## config.mk

```make
export PLATFORM = sky130hd
export DESIGN_NAME = hcp_input_arbiter
export DESIGN_NICKNAME = d
export VERILOG_FILES = /design/src/rtl/hcp_arb_pkg.sv /design/src/rtl/hcp_rr_grant.sv /design/src/rtl/hcp_input_arbiter.sv
export SDC_FILE = /design/constraint.sdc
export NUM_CORES = 1
export LEC_CHECK = 0
export ABC_AREA = 1
export BUFFER_PORTS_ARGS = -buffer_cell sky130_fd_sc_hd__buf_2
export CAP_MARGIN = 15
export CORE_AREA = 4 4 299 301
export CTS_CLUSTER_SIZE = 16
export DETAILED_ROUTE_END_ITERATION = 16
export DIE_AREA = 0 0 303 305
export PLACE_DENSITY_LB_ADDON = 0.08
export SLEW_MARGIN = 20
export SYNTH_ARGS = -nofsm -noshare
export SYNTH_HDL_FRONTEND = slang
export SYNTH_HIERARCHICAL = 1
export SYNTH_SLANG_ARGS = --single-unit
```

## constraint.sdc

```tcl
create_clock -name i_clk -period 4.6 [get_ports i_clk]
set_clock_uncertainty 0.05 [all_clocks]
set_input_delay 0.23 -clock i_clk [delete_from_list [all_inputs] [get_ports i_clk]]
set_output_delay 0.23 -clock i_clk [all_outputs]
set_load 0.01 [all_outputs]
```

## src/rtl/hcp_arb_pkg.sv

```systemverilog
// Shared constants for the host-control-path input arbiter: packet tag
// encodings, FSM state encoding and the default packet word width.
package hcp_arb_pkg;

  localparam int DATA_W_DEF = 134;

  // Packet tag in the top two bits of every word.
  localparam logic [1:0] TAG_SINGLE = 2'b00;
  localparam logic [1:0] TAG_HEAD   = 2'b01;
  localparam logic [1:0] TAG_TAIL   = 2'b10;
  localparam logic [1:0] TAG_MID    = 2'b11;

  // Arbiter FSM state encoding.
  localparam logic [1:0] ST_IDLE = 2'd0;
  localparam logic [1:0] ST_ARB  = 2'd1;
  localparam logic [1:0] ST_XFER = 2'd2;
  localparam logic [1:0] ST_DROP = 2'd3;

  // A word that may legally start a packet.
  function automatic logic is_start(input logic [1:0] tag);
    return (tag == TAG_HEAD) || (tag == TAG_SINGLE);
  endfunction

  // A word that closes a packet.
  function automatic logic is_end(input logic [1:0] tag);
    return (tag == TAG_TAIL) || (tag == TAG_SINGLE);
  endfunction

endpackage

```

## src/rtl/hcp_rr_grant.sv

```systemverilog
// Combinational round-robin priority select: the first requester found
// searching upward from last_grant+1 (mod NUM_PORT) wins.
module hcp_rr_grant #(
  parameter int NUM_PORT = 4,
  parameter int IDX_W    = $clog2(NUM_PORT)
) (
  input  logic [NUM_PORT-1:0] req,
  input  logic [IDX_W-1:0]    last_grant,
  output logic [IDX_W-1:0]    grant,
  output logic                grant_valid
);

  // Walk from the farthest candidate to the nearest so the nearest one wins.
  always_comb begin
    int               idx;
    logic [IDX_W-1:0] sel;
    grant       = '0;
    grant_valid = 1'b0;
    idx         = 0;
    sel         = '0;
    for (int i = NUM_PORT; i >= 1; i--) begin
      idx = int'(last_grant) + i;
      if (idx >= NUM_PORT) idx = idx - NUM_PORT;
      sel = IDX_W'(idx);
      if (req[sel]) begin
        grant       = sel;
        grant_valid = 1'b1;
      end
    end
  end

endmodule

```

## src/rtl/hcp_input_arbiter.sv

```systemverilog
// Per-packet round-robin arbiter: grants one show-ahead packet FIFO, drains
// exactly one packet onto the shared registered output tagged with its source
// port, and drops orphan words (no preceding head) left in a FIFO.
// Optional statistics counters are built when HCP_ARB_STAT_EN is defined.
module hcp_input_arbiter
  import hcp_arb_pkg::*;
#(
  parameter int NUM_PORT = 4,
  parameter int DATA_W   = DATA_W_DEF
) (
  input  logic                     i_clk,
  input  logic                     i_rst,
  input  logic [NUM_PORT*DATA_W-1:0] iv_pkt_data,
  input  logic [NUM_PORT-1:0]      i_pkt_empty,
  output logic [NUM_PORT-1:0]      o_pkt_rd,
  input  logic                     i_out_ready,
  output logic [DATA_W-1:0]        ov_data,
  output logic                     o_data_wr,
  output logic [3:0]               ov_pkt_inport,
  output logic                     o_discard_pulse,
  output logic [NUM_PORT*16-1:0]   ov_pkt_cnt,
  output logic [15:0]              ov_discard_cnt
);

  localparam int IDX_W = $clog2(NUM_PORT);

  logic [1:0]          state_q, state_d;
  logic [IDX_W-1:0]    grant_q, last_grant_q;
  logic [IDX_W-1:0]    arb_idx;
  logic                arb_valid;
  logic [NUM_PORT-1:0] req;
  logic [DATA_W-1:0]   arb_word, cur_word;
  logic [1:0]          arb_tag, cur_tag;
  logic                pop, xfer_pop, drop_pop;

  assign req = ~i_pkt_empty;

  hcp_rr_grant #(
    .NUM_PORT (NUM_PORT),
    .IDX_W    (IDX_W)
  ) u_rr_grant (
    .req         (req),
    .last_grant  (last_grant_q),
    .grant       (arb_idx),
    .grant_valid (arb_valid)
  );

  // Head word of the arbitration winner and of the currently granted queue.
  assign arb_word = iv_pkt_data[arb_idx*DATA_W +: DATA_W];
  assign cur_word = iv_pkt_data[grant_q*DATA_W +: DATA_W];
  assign arb_tag  = arb_word[DATA_W-1 -: 2];
  assign cur_tag  = cur_word[DATA_W-1 -: 2];

  // Next-state and pop decision; pops are always gated by non-empty.
  always_comb begin
    state_d = state_q;
    pop     = 1'b0;
    case (state_q)
      ST_IDLE: begin
        if (|req) state_d = ST_ARB;
      end
      ST_ARB: begin
        if (!arb_valid)              state_d = ST_IDLE;
        else if (is_start(arb_tag))  state_d = ST_XFER;
        else                         state_d = ST_DROP;
      end
      ST_XFER: begin
        pop = ~i_pkt_empty[grant_q] & i_out_ready;
        if (pop && is_end(cur_tag)) state_d = ST_IDLE;
      end
      ST_DROP: begin
        // Stop without popping once a legal packet start (or nothing) is at the head.
        if (i_pkt_empty[grant_q] || is_start(cur_tag)) state_d = ST_ARB;
        else                                           pop     = 1'b1;
      end
      default: state_d = ST_IDLE;
    endcase
  end

  assign xfer_pop = pop && (state_q == ST_XFER);
  assign drop_pop = pop && (state_q == ST_DROP);

  // One-hot pop towards the granted queue.
  always_comb begin
    o_pkt_rd          = '0;
    o_pkt_rd[grant_q] = pop;
  end

  // FSM state, grant bookkeeping and source-port tag.
  always_ff @(posedge i_clk or posedge i_rst) begin
    if (i_rst) begin
      state_q       <= ST_IDLE;
      grant_q       <= '0;
      last_grant_q  <= IDX_W'(NUM_PORT - 1);
      ov_pkt_inport <= 4'd0;
    end else begin
      state_q <= state_d;
      if (state_q == ST_ARB && arb_valid) begin
        grant_q       <= arb_idx;
        ov_pkt_inport <= 4'(arb_idx);
      end
      if (xfer_pop && is_end(cur_tag)) last_grant_q <= grant_q;
    end
  end

  // Registered output word; holds the last word when nothing is popped.
  always_ff @(posedge i_clk or posedge i_rst) begin
    if (i_rst) begin
      ov_data         <= '0;
      o_data_wr       <= 1'b0;
      o_discard_pulse <= 1'b0;
    end else begin
      if (xfer_pop) ov_data <= cur_word;
      o_data_wr       <= xfer_pop;
      o_discard_pulse <= drop_pop;
    end
  end

`ifdef HCP_ARB_STAT_EN
  logic [NUM_PORT*16-1:0] pkt_cnt_q;
  logic [15:0]            discard_cnt_q;

  // Forwarded-packet and discarded-word counters, wrapping at 16 bits.
  always_ff @(posedge i_clk or posedge i_rst) begin
    if (i_rst) begin
      pkt_cnt_q     <= '0;
      discard_cnt_q <= 16'd0;
    end else begin
      if (xfer_pop && is_end(cur_tag)) begin
        pkt_cnt_q[grant_q*16 +: 16] <= pkt_cnt_q[grant_q*16 +: 16] + 16'd1;
      end
      if (drop_pop) discard_cnt_q <= discard_cnt_q + 16'd1;
    end
  end

  assign ov_pkt_cnt     = pkt_cnt_q;
  assign ov_discard_cnt = discard_cnt_q;
`else
  assign ov_pkt_cnt     = '0;
  assign ov_discard_cnt = 16'd0;
`endif

endmodule

```

==> impl_metrics.yaml <==
timing:
  finalMaxSlewViolations: 0
  fmax_ghz: 0.311
  rsz0062_at_grt: "no"
  hold_viol_final: 0
  max-slew-margin-rel_pct: 32.6
  setup_tns_ns: 0
  timing.hold.ws_ns: 0.0432
  worst_pin_slew_ns: 1.01
  fin_crit_sh_pct: 69.8
  setup_violations: 0
  fin_ws_ns: 1.39
  fin_crit_ns: 3.21
layout:
  fin_util_pct: 17.6
  drive_above_1_share_pct: 35.5
  nNetsFinal: 2647
  syn2layout_area_growth_pct: 62.9
synthesis:
  synth_edf_count: 0
  synth_area_leaders: "dfrtp_1 (37%), nand2_1 (29%), a22oi_1 (11%)"
  syn_avg_cell_area_um2: 6.84
  ys_types: 29
  synth_area_um2: 9380
  synth_flop_cell: "dfrtp_1"
  async_flop_share_pct: 100
  yosysSeqAreaShare_pct: 37.9
  synth_top_cells_by_count: "nand2_1 (721), nand3_1 (148), dfrtp_1 (140), a22oi_1 (132), buf_4 (83)"
  yosysTopAreaCell: "dfrtp_1"
  netlist.area_leader.share_pct: 37.3
  postSynthCellCount: 1372
  yosys_warnings: 6
  ys_ff_latch: 142
  yosysMostFrequentCell: "nand2_1"
clock_tree:
  path_clk_slew_ns: 0.07
  cts_setup_buffers: 0
  cts-root-buf: "clkbuf_16"
  htree_levels: 4
  insertion_delay_ns: 0.47
  numCtsBuffers: 17
  cts_buffer_depth: 2
  cts_num_sinks: 142
  cts_tree: "built"
worst_setup_path:
  end_kind: "flip-flop"
  timing.critical_path.from_type: "flip-flop"
  crit_type: "reg -> reg"
  critPathArrivalTime_ns: 3.57
  path_max_fanout: 58
  cp.required_ns: 4.96
global_route:
  track_usage_pct: 11.5
  grt_max_degree: 133
  use_met2_pct: 21.2
  grt_util_met1_pct: 12.6
  grt_pass1_vias: 12400
  grt_pass1_wl_mm: 79.4
  grtUsageMet3_pct: 4.13
  top_usage_layer: "met2"
  grt_antenna_before_repair: 10
  overflow: 0
floorplanning:
  placementRows: 108
  core-area_um2: 86600
  die_w_um: 303
  start_util_pct: 10.8
  die_area_um2: 92400
  dieHeight_um: 305
  io_pins: 767
power:
  clkPwrFrac_pct: 16.5
  power_density_nw_per_um2: 557
  p_sw_uw: 4120
  p_comb_share_pct: 59.1
  leakage_uw: 0.00825
  ir_drop_mv: 0.261
  swShare_pct: 48.4
  p_seq_share_pct: 24.5
  p_int_uw: 4390
placed_design:
  place_ws_ns: 1.61
  hpwl_mm: 43.8
  io_buffers: 684
  globalplace.congestion: 0.825
outcome:
  outcome: "complete, no violations"
detailed_routing:
  drtIter0Drc: 616
  wl_mm: 56.0
  drc: 0
  dr.pass1.iters: 5
  vias_per_cell: 3.61
  wl_per_cell_um: 17.1
  ant_nets: 0
  via_count: 11800
job:
  drv_cap: 0
min_path:
  min_path_type: "in -> reg"
-- power groups by stage --
stage	combinational [µW]	sequential [µW]	clock, µW
2_1_floorplan	2560	2270	0
3_3_place_gp	4790	2110	0
3_5_place_dp	4770	2110	0
4_1_cts	5230	2100	1520
5_1_grt	5660	2160	1550
6_report	5030	2080	1400
-- cell usage in the layout (no fill, tap or decap), types with 16 or more instances in the layout --
cell           instances
nand3_1              148
dfrtp_1              140
buf_2                684
clkbuf_16             17
dlygate4sd3_1        104
inv_1                 16
conb_1                82
nand2_1              721
a22oi_1              132
-- critical path, cell delays in order (launching register included) --
cell	delay, ns
dfrtp_1	0.62
inv_2	0.17
nor2_4	0.52
buf_4	0.65
a22oi_1	0.28
nand3_1	0.13
dlygate4sd3_1	0.55
nand2_1	0.05
nand2_1	0.08
-- final timing paths --
kind | end | slack [ns] | cells after the start | startpoint
min in group asynchronous | ov_data[91]$_DFFE_PP0P_ | 0.35 | 3 | i_rst
setup / recovery | ov_data[11]$_DFFE_PP0P_ | 1.39 | 8 | grant_q[0]$_DFFE_PP0P_
max in group asynchronous | ov_data[96]$_DFFE_PP0P_ | 3.16 | 4 | i_rst
setup reg to reg | ov_data[11]$_DFFE_PP0P_ | 1.39 | 8 | grant_q[0]$_DFFE_PP0P_
hold reg to reg | ov_data[68]$_DFFE_PP0P_ | 0.42 | 2 | ov_data[68]$_DFFE_PP0P_
hold / removal | ov_data[0]$_DFFE_PP0P_ | 0.04 | 5 | iv_pkt_data[134]
-- cells by family (layout without fill, tap and decap cells) --
kind of cell | after synthesis | after routing | share of synthesized area (%)
AND/OR/NAND/NOR | 891 | 891 | 38.2
other | 1 | 86 | 0.0400
flip-flops | 142 | 142 | 37.9
buffers and inverters | 193 | 857 | 12.5
AO/OA/AOI/OAI | 145 | 145 | 11.4
-- layer usage --
metal / share of wire (%) / up-vias
met5: 0.073 / -
met1: 38 / 5454
met3: 9.9 / 46
li1: - / 5781
met2: 50 / 529
met4: 1.5 / 6
-- flip-flops by register name, summed over array words and instances (netlist names) --
register         count
ov_data            134
grant_q              2
last_grant_q         2
state_q              2
o_data_wr            1
o_discard_pulse      1
-- cell type report --
type                    instances  area [µm²]
diodes                          4        10.0
clock buffers                  17         425
clock inverters                15         128
fillers                     10100       71300
inverters                      23         104
multi-input cells            1118        4970
flip-flops and latches        142        3560
well taps                    1155        1450
repair buffers                802        4640
-- what timing repair did --
action | in CTS | in global routing
hold buffers | 104 | 0
resized for setup | 0 | 0
endpoints found under the setup margin | 0 | 0
hold endpoints to repair | 118 | 0
-- through the flow --
stage	area, µm²	cells	power, µW
after floorplan	9680	1453	4830
after detailed placement	13700	3136	6880
final	15300	3276	8510
after global routing	15300	3273	9370
after CTS	15300	3272	8840
after global placement	13700	3136	6900
Note: power is estimated with default switching activity, not from simulation.
